`src/rtl/xbar_rr_nxn_if.sv`:
```
// Valid/ready bundle for the N x N round-robin crossbar.
// The master side drives the input ports and the output ready, and
// observes the input ready and the output beats. The slave side is the
// switch itself.
interface xbar_rr_nxn_if #(
    parameter int N  = 2,
    parameter int DW = 35
);
    localparam int DESTW = $clog2(N);

    logic [N-1:0]       i_valid;
    logic [N-1:0]       i_ready;
    logic [N*DW-1:0]    i_data;
    logic [N*DESTW-1:0] i_dest;
    logic [N-1:0]       i_last;

    logic [N-1:0]       o_valid;
    logic [N-1:0]       o_ready;
    logic [N*DW-1:0]    o_data;
    logic [N-1:0]       o_last;

    modport master (
        output i_valid, i_data, i_dest, i_last, o_ready,
        input  i_ready, o_valid, o_data, o_last
    );

    modport slave (
        input  i_valid, i_data, i_dest, i_last, o_ready,
        output i_ready, o_valid, o_data, o_last
    );
endinterface

```
`src/rtl/xbar_rr_nxn.sv`:
```
// N x N valid/ready crossbar switch element.
// Each input names its destination output explicitly. Every output has a
// round-robin arbiter that stays locked to one input for the whole of a
// multi-beat packet, and a 2-entry registered buffer. The buffer head is
// a register, so the outputs carry no combinational path from the inputs,
// and input ready never depends on output ready.
module xbar_rr_nxn #(
    parameter int N  = 2,
    parameter int DW = 35
) (
    input  logic         clk,
    input  logic         rst_n,
    xbar_rr_nxn_if.slave bus
);
    localparam int DESTW = $clog2(N);

    typedef enum logic {
        ARB_OPEN,
        ARB_LOCKED
    } arb_state_t;

    typedef struct packed {
        logic          last;
        logic [DW-1:0] data;
    } beat_t;

    // Per-output registered state.
    arb_state_t       arb_state [N];
    logic [DESTW-1:0] owner     [N];
    logic [DESTW-1:0] rr_ptr    [N];
    logic [1:0]       cnt       [N];
    beat_t            slot0     [N];   // FIFO head, drives the output
    beat_t            slot1     [N];   // second entry

    // Per-input decode and per-output arbitration results.
    logic [DESTW-1:0] dest      [N];
    logic [N-1:0]     req       [N];   // req[j][i]: input i wants output j
    logic [DESTW-1:0] gnt       [N];
    logic [N-1:0]     gnt_vld;
    logic [N-1:0]     ready;
    logic [N-1:0]     push;
    logic [N-1:0]     pop;
    beat_t            beat      [N];

    logic [N-1:0]     head_valid;
    logic [N*DW-1:0]  head_data;
    logic [N-1:0]     head_last;

    // Split out each destination field and build the request matrix.
    always_comb begin
        for (int unsigned i = 0; i < N; i++) begin
            dest[i] = bus.i_dest[i*DESTW +: DESTW];
        end
        for (int unsigned j = 0; j < N; j++) begin
            req[j] = '0;
            for (int unsigned i = 0; i < N; i++) begin
                req[j][i] = bus.i_valid[i] && (dest[i] == DESTW'(j));
            end
        end
    end

    // Per-output grant: locked owner, else first requester from rr_ptr.
    // The scan runs from the farthest offset down so the nearest one wins.
    always_comb begin
        for (int unsigned j = 0; j < N; j++) begin
            gnt[j]     = owner[j];
            gnt_vld[j] = 1'b0;
            if (arb_state[j] == ARB_LOCKED) begin
                gnt_vld[j] = req[j][owner[j]];
            end else begin
                for (int unsigned k = N; k > 0; k--) begin
                    if (req[j][rr_ptr[j] + DESTW'(k - 1)]) begin
                        gnt[j]     = rr_ptr[j] + DESTW'(k - 1);
                        gnt_vld[j] = 1'b1;
                    end
                end
            end
        end
    end

    // Input ready: granted on its destination and that buffer not full.
    always_comb begin
        ready = '0;
        for (int unsigned i = 0; i < N; i++) begin
            ready[i] = rst_n && gnt_vld[dest[i]]
                       && (gnt[dest[i]] == DESTW'(i))
                       && (cnt[dest[i]] != 2'd2);
        end
    end

    assign bus.i_ready = ready;

    // Per-output push/pop strobes and the beat offered by the granted input.
    always_comb begin
        push = '0;
        pop  = '0;
        for (int unsigned j = 0; j < N; j++) begin
            push[j]      = gnt_vld[j] && bus.i_valid[gnt[j]] && ready[gnt[j]];
            pop[j]       = (cnt[j] != 2'd0) && bus.o_ready[j];
            beat[j].last = bus.i_last[gnt[j]];
            beat[j].data = bus.i_data[int'(gnt[j])*DW +: DW];
        end
    end

    // Arbiter lock/pointer update and 2-entry shift FIFO per output.
    // A pop shifts slot1 into slot0; a push then lands in the first free
    // slot counted after that shift.
    always_ff @(posedge clk or negedge rst_n) begin
        if (!rst_n) begin
            for (int unsigned j = 0; j < N; j++) begin
                arb_state[j] <= ARB_OPEN;
                owner[j]     <= '0;
                rr_ptr[j]    <= '0;
                cnt[j]       <= '0;
                slot0[j]     <= '0;
                slot1[j]     <= '0;
            end
        end else begin
            for (int unsigned j = 0; j < N; j++) begin
                if (push[j]) begin
                    if (beat[j].last) begin
                        arb_state[j] <= ARB_OPEN;
                        rr_ptr[j]    <= gnt[j] + DESTW'(1);
                    end else begin
                        arb_state[j] <= ARB_LOCKED;
                        owner[j]     <= gnt[j];
                    end
                end

                if (pop[j]) begin
                    slot0[j] <= slot1[j];
                end
                if (push[j]) begin
                    if ((cnt[j] == 2'd0) || (pop[j] && (cnt[j] == 2'd1))) begin
                        slot0[j] <= beat[j];
                    end else begin
                        slot1[j] <= beat[j];
                    end
                end

                if (push[j] && !pop[j]) begin
                    cnt[j] <= cnt[j] + 2'd1;
                end else if (!push[j] && pop[j]) begin
                    cnt[j] <= cnt[j] - 2'd1;
                end
            end
        end
    end

    // Output view of each FIFO head.
    always_comb begin
        head_valid = '0;
        head_data  = '0;
        head_last  = '0;
        for (int unsigned j = 0; j < N; j++) begin
            head_valid[j]          = (cnt[j] != 2'd0);
            head_data[j*DW +: DW]  = slot0[j].data;
            head_last[j]           = slot0[j].last;
        end
    end

    assign bus.o_valid = head_valid;
    assign bus.o_data  = head_data;
    assign bus.o_last  = head_last;
endmodule

```
`src/flat_wrapper.sv`:
```
// flat-port wrapper written by rule: the top's interface ports become plain ports
module xbar_rr_nxn_flat 
#(
    parameter int N  = 2,
    parameter int DW = 35
)
  (clk, rst_n, bus_i_valid, bus_i_data, bus_i_dest, bus_i_last, bus_o_ready, bus_i_ready, bus_o_valid, bus_o_data, bus_o_last);
  xbar_rr_nxn_if #(.N(N), .DW(DW)) bus_i ();
  input  logic clk;
  input  logic rst_n;
  input wire logic [$bits(bus_i.i_valid)-1:0] bus_i_valid;
  input wire logic [$bits(bus_i.i_data)-1:0] bus_i_data;
  input wire logic [$bits(bus_i.i_dest)-1:0] bus_i_dest;
  input wire logic [$bits(bus_i.i_last)-1:0] bus_i_last;
  input wire logic [$bits(bus_i.o_ready)-1:0] bus_o_ready;
  output wire logic [$bits(bus_i.i_ready)-1:0] bus_i_ready;
  output wire logic [$bits(bus_i.o_valid)-1:0] bus_o_valid;
  output wire logic [$bits(bus_i.o_data)-1:0] bus_o_data;
  output wire logic [$bits(bus_i.o_last)-1:0] bus_o_last;
  assign bus_i.i_valid = bus_i_valid;
  assign bus_i.i_data = bus_i_data;
  assign bus_i.i_dest = bus_i_dest;
  assign bus_i.i_last = bus_i_last;
  assign bus_i.o_ready = bus_o_ready;
  assign bus_i_ready = bus_i.i_ready;
  assign bus_o_valid = bus_i.o_valid;
  assign bus_o_data = bus_i.o_data;
  assign bus_o_last = bus_i.o_last;
  xbar_rr_nxn #(.N(N), .DW(DW)) u_core (.clk(clk), .rst_n(rst_n), .bus(bus_i));
endmodule
```
`config.mk`:
```
export PLATFORM = sky130hd
export DESIGN_NAME = xbar_rr_nxn_flat
export DESIGN_NICKNAME = d
export VERILOG_FILES = /design/src/rtl/xbar_rr_nxn_if.sv /design/src/rtl/xbar_rr_nxn.sv /design/src/flat_wrapper.sv
export SDC_FILE = /design/constraint.sdc
export NUM_CORES = 1
export LEC_CHECK = 0
export CORE_ASPECT_RATIO = 0.75
export CORE_UTILIZATION = 40
export DETAILED_ROUTE_END_ITERATION = 6
export PLACE_DENSITY = 0.64
export SLEW_MARGIN = 20
export SYNTH_ARGS = -nofsm -noshare
export SYNTH_HDL_FRONTEND = slang
export SYNTH_SLANG_ARGS = --single-unit
```
`constraint.sdc`:
```
create_clock -name clk -period 6.8 [get_ports clk]
set_input_delay 1.02 -clock clk [delete_from_list [all_inputs] [get_ports clk]]
set_output_delay 1.02 -clock clk [all_outputs]
set_load 0.03 [all_outputs]
```
Yosys cells after proc, flatten, opt, wreduce, memory -nomap -nowiden. Index checks and enable logic that the tools add are counted.

Register bits: 154. Input bits: 80. Output and inout port bits: 76. Logic and storage cells: 157.

Add/subtract/negate cells: 8. Bitwise logic cells: 9. Equality and inequality tests: 4. Reduce and logical (&&, ||, !) cells: 40. Shifts and indexed selects: 2. Order comparisons: 12. Multiplexer cells: 64. Multipliers: 2.

Operators with widths (count): 36-bit 2-to-1 mux (6); 70-bit by 32-bit indexed part select with 35-bit output (2); 1-bit 2-to-1 mux (48); 1-bit logical AND (22); 1-bit by 2-bit < comparator with 1-bit output (second input constant) (10); 2-bit 2-to-1 mux (10); 1-bit by 6-bit multiplier with 7-bit output (second input constant) (2); 2-bit AND reduction (6); 2-bit nonzero test (4); 1-bit inverter (7); 1-bit adder (second input constant) (4); 2-bit by 1-bit adder with 2-bit output (second input constant) (2); 2-bit by 1-bit equality test with 1-bit output (second input constant) (2); 2-bit greater-or-equal comparator (second input constant) (2); 1-bit logical NOT (4); 2-bit logical NOT (2); 2-bit inequality test (second input constant) (2); 1-bit inverter with 2-bit output (2); 2-bit by 1-bit subtractor with 2-bit output (second input constant) (2); 1-bit logical OR (2).

Longest topological paths before layout.
Depth after elaboration: 20. Depth in mapped cells: 9.

Worst setup path after synthesis. No wires, ideal clock.

Kind: input to output. From: input port bus_i_dest[1]. To: output port bus_i_ready[0]. Setup slack: 3577 ps. Path buffers: 0. Cell stages on the path: 5. Arrival: 2203 ps. Cells stage by stage: nand2b_1 -> mux2_2 -> a22o_1 -> o32ai_1 -> and2_1.

Cells in the longest elaborated chain, start to end: 13.

RTL lines: from (decl) (line flat_wrapper.sv:13) `input wire logic [$bits(bus_i.i_dest)-1:0] bus_i_dest;`; 1-bit inverter (line xbar_rr_nxn.sv:57) `req[j][i] = bus.i_valid[i] && (dest[i] == DESTW'(j));`; 1-bit logical AND (line xbar_rr_nxn.sv:57); 1-bit 2-to-1 mux (implied by the code) (2 in a row) (line xbar_rr_nxn.sv:72) `if (req[j][rr_ptr[j] + DESTW'(k - 1)]) begin`; 1-bit 2-to-1 mux (2 in a row) (line xbar_rr_nxn.sv:72); 1-bit 2-to-1 mux (line xbar_rr_nxn.sv:68) `if (arb_state[j] == ARB_LOCKED) begin`; 1-bit 2-to-1 mux (implied by the code) (3 in a row) (line xbar_rr_nxn.sv:86) `&& (gnt[dest[i]] == DESTW'(i))`; 1-bit inverter (line xbar_rr_nxn.sv:86); 1-bit logical AND * (line xbar_rr_nxn.sv:86); 1-bit logical AND * (line xbar_rr_nxn.sv:87) `&& (cnt[dest[i]] != 2'd2);`; to (decl) (line flat_wrapper.sv:16) `output wire logic [$bits(bus_i.i_ready)-1:0] bus_i_ready;`.

Mark *: on every way between the ends. The rest lies on a longest branch, timed or not. The select of a mux whose other input is x is not followed.

Final worst setup path.
From: input port bus_i_dest[1]. To: register u_core.slot0 (netlist bit u_core.bus.o_data[33]).

Cells in the longest elaborated chain, start to end: 17.

RTL lines: branches (longest 16 deep; another with 1-bit by 6-bit multiplier with 7-bit output); 36-bit 2-to-1 mux * (line xbar_rr_nxn.sv:133) `if (push[j]) begin`; to (signal, indexed assignment) (line xbar_rr_nxn.sv:131) `slot0[j] <= slot1[j];`; to (signal, indexed assignment) (line xbar_rr_nxn.sv:135) `slot0[j] <= beat[j];`; to (decl) (line xbar_rr_nxn.sv:32) `beat_t slot0 [N];`.

Every way passes the cells marked *. The select of a mux whose other input is x is not followed. A chain may end at the register's enable or synchronous reset.

==> run_results.csv <==
group,metric,value,unit
setup_path,slowest_delay,0.73,ns
floorplanning,start_util,41.2,%
synth,yosysSeqAreaShare,50.3,%
timing,min_period_over_period,68.0,%
synth,synth_cells,650,
detailed_routing,vias_per_cell,5.32,
synth,synth-compound-area-share,11.0,%
synth,synth-seq-cells,154,
detailed_routing,ant_nets,0,
detailed_routing,wire_per_inst,18.0,µm
setup_path,start_kind,"primary input",
power_and_ir_drop,power_density,505,mW/mm²
synth,yosysTopAreaCellShare,50.3,%
clock_network,cts_tree,"built",
clock_network,clk_latency,0.42,ns
synth,synth-edff-count,0,
detailed_routing,drt_iter0_drc,453,
setup_path,cpMostUsedCell,"buf_4",
global_routing,grt_pass1_vias,5731,
setup_path,critPathMaxFanout,75,
synth,synth_fa_ha_area_share,0.979,%
synth,synth_mux_area_share,28.6,%
timing,rsz0062_at_grt,"no",
clock_network,clock_sinks,154,
cells_and_area,area_delta_synth_final,30.5,%
clock_network,post_cts_buffers,0,
timing,finalWorstSetupSlack,2.18,ns
clock_network,cts_resized,0,
synth,synthSimpleGateAreaFrac,4.86,%
timing,hold_ws,0.478,ns
place,hpwl,12.5,mm
clock_network,cts_htree_levels,4,
hold_path,hold_path_depth,2,
synth,ys_top_cells_by_area,"dfrtp_1 50%, mux2i_1 28%, a31oi_1 3.2%",
timing,worst_pin_slew,0.947,ns
synth,syn_area,0.00766,mm²
timing,clock_skew,0.00906,ns
detailed_routing,vias,5555,
synth,yosysUniqueCellTypes,48,
floorplanning,dieArea,0.0197,mm²
timing,final_hold_viol_count,0,
synth,synthArstFlopShare,100,%
setup_path,setup.worst_path.end_class,"register",
timing,slew_headroom,36.9,%
timing,fmax,216,MHz
place,routabilityCongestion,0.848,
detailed_routing,drc,0,
synth,synth_top_family_by_area,"multiplexers",
timing,setup_viol,0,
setup_path,worst_r2r_path_depth,9,
run_status,status,"complete, no violations",
floorplanning,rows,43,
timing,period_minus_slack,4.62,ns
clock_network,ctsHoldBuffers,0,
synth,avgSynthCellArea,11.8,µm²
global_routing,grt_first_pass_wirelength,30.4,mm
setup_path,worstSetupPathType,"in2reg",
clock_network,cts_root_buf,"clkbuf_16",
setup_path,arrival,4.89,ns
place,dpl_worst_slack,1.73,ns
cells_and_area,drive_gt1_share,7.02,%
place,io_buffers,155,
cells_and_area,fin_nets,874,
setup_path,worstPathRequired,7.06,ns
cells_and_area,nFillCells,1643,
timing,slew_viol_final,0,
synth,yosys_warnings,0,
power_and_ir_drop,power_leakage,4.87,nW
flow_run,maxCapViolCount,0,
power_and_ir_drop,ir_drop,0.000231,V
setup_path,reg2reg_from,"u_core.arb_state[0]$_DFFE_PN0N_",
floorplanning,coreArea,0.0186,mm²
timing,tns,0,ns
synth,synthFlopType,"dfrtp_1",
synth,synth_xor_xnor_area_share,0.457,%
floorplanning,io_pins,156,
setup_path,path_cells,"clkdlybuf4s50_1, a21o_1, o221ai_4, buf_4, a311oi_2, nor4_4, buf_4, nand2b_2, buf_4, mux2i_1",
synth,syn-num-nets,736,
clock_network,cts_buffer_depth,2,
detailed_routing,drt-total-wl,18.8,mm
setup_path,crit_path_start,"bus_i_dest[1]",
cells_and_area,num_antenna_cells,0,
synth,yosysTopAreaCell,"dfrtp_1",
global_routing,grt_start_max_net_pins,86,
global_routing,globalRouteTotalUtil,19.8,%
hold_path,min_from,"u_core.slot1[12]$_DFFE_PN0P_",
global_routing,overflow,0,
clock_network,cts_buffers,17,
hold_path,hold_class,"reg2reg",
floorplanning,dieHeight,122,µm
floorplanning,die_w,162,µm
detailed_routing,dr.pass1.iters,4,
setup_path,cp_slowest_cell,"o221ai_4",
clock_network,clkSlewWorstSetupHoldPaths,0.06,ns
global_routing,antenna_found_initial,0,
## critical path, delay by kind of cell
| family | cells | cell delay, ns |
|---|---|---|
| AO/OA/AOI/OAI | 3 | 1.22 |
| multiplexers | 1 | 0.20 |
| buffers and inverters | 4 | 2.05 |
| AND/OR/NAND/NOR | 2 | 0.37 |
## worst paths after layout
path / to / slack, ns
setup / recovery: u_core.bus.o_data[33]$_DFF_PN0_ / 2.18
hold / removal: u_core.slot1[12]$_DFFE_PN0P_ / 0.48
setup reg to reg: u_core.bus.o_data[33]$_DFF_PN0_ / 2.89
hold reg to reg: u_core.slot1[12]$_DFFE_PN0P_ / 0.48
max in group asynchronous: u_core.cnt[3]$_DFFE_PN0P_ / 4.91
min in group asynchronous: u_core.bus.o_data[36]$_DFF_PN0_ / 0.63
## per-stage QoR
step           utilization, %  area [µm²]  power, W  std cells
2_1_floorplan               -        7660   0.00324        650
3_3_place_gp             50.5        9410   0.00404       1016
3_5_place_dp             50.5        9410   0.00412       1016
4_1_cts                  53.7       10000   0.00510       1045
5_1_grt                  53.7       10000   0.00537       1045
6_report                 53.7       10000   0.00505       1045
## layout make-up
class	instances	area, µm²	area share [%]
Sequential cell	154	3850	38.5
Multi-Input combinational cell	440	3580	35.8
Timing Repair Buffer	165	1630	16.3
Clock buffer	21	470	4.70
Tap cell	247	309	3.09
Clock inverter	8	120	1.20
Inverter	10	37.5	0.375
## routing by layer
layer  share of wire, %  track usage [%]  up-vias
met5                  0                0        -
met4               0.85             5.13        0
met3                6.2             5.48       14
met2                 46             32.0      143
met1                 47             26.4     2737
li1                   -                -     2661
## sequential cells by signal, indices dropped and copies added, names as in the netlist
| name | count |
|---|---|
| u_core.rr_ptr | 2 |
| u_core.slot1 | 72 |
| u_core.bus.o_last | 2 |
| u_core.bus.o_data | 70 |
| u_core.cnt | 4 |
| u_core.arb_state | 2 |
| u_core.owner | 2 |
## kinds of logic after synthesis
kind of cell               Yosys count
AOI/OAI and AO/OA                  137
buffers and inverters               56
adders and majority gates            6
xor gates and xnor gates             4
muxes                              219
DFF                                154
and+or+nand+nor                     74
## layout by cell type, fill, tap and decap left out, types with 2 or more instances in the layout
cell and count:
a21oi_1 38, nand2b_1 7, dfrtp_1 154, xnor2_1 2, a31oi_1 39, mux2_2 3, clkbuf_8 3, nor3b_1 2
nor2b_1 2, nor2_1 6, xor2_1 2, buf_6 2, ha_1 6, mux2i_1 216, inv_1 10, bufinv_16 3
o21ai_0 40, and3_1 2, clkinvlp_4 2, nand2_1 41, clkbuf_16 17, clkinv_2 3, clkdlybuf4s50_1 154, nor2b_4 2
buf_4 9, and2_1 3, a22o_1 2
## Yosys cell counts (all sizes together) (3+ instances only)
cell	instances
nand2	41
mux2	3
a31oi	39
clkbuf	21
nand2b	8
o21ai	41
nor2	6
nor2b	4
a21oi	39
mux2i	216
dfrtp	154
ha	6
buf	25
and2	3
inv	10
## power by group
group          switching (W)  internal (W)  leakage, nW  total [W]
Combinational        0.00142       0.00105         2.75    0.00247
Clock               0.000362      0.000599        0.287   0.000961
Sequential          0.000262       0.00136         1.84    0.00162
Power figures use the tool's default switching activity.
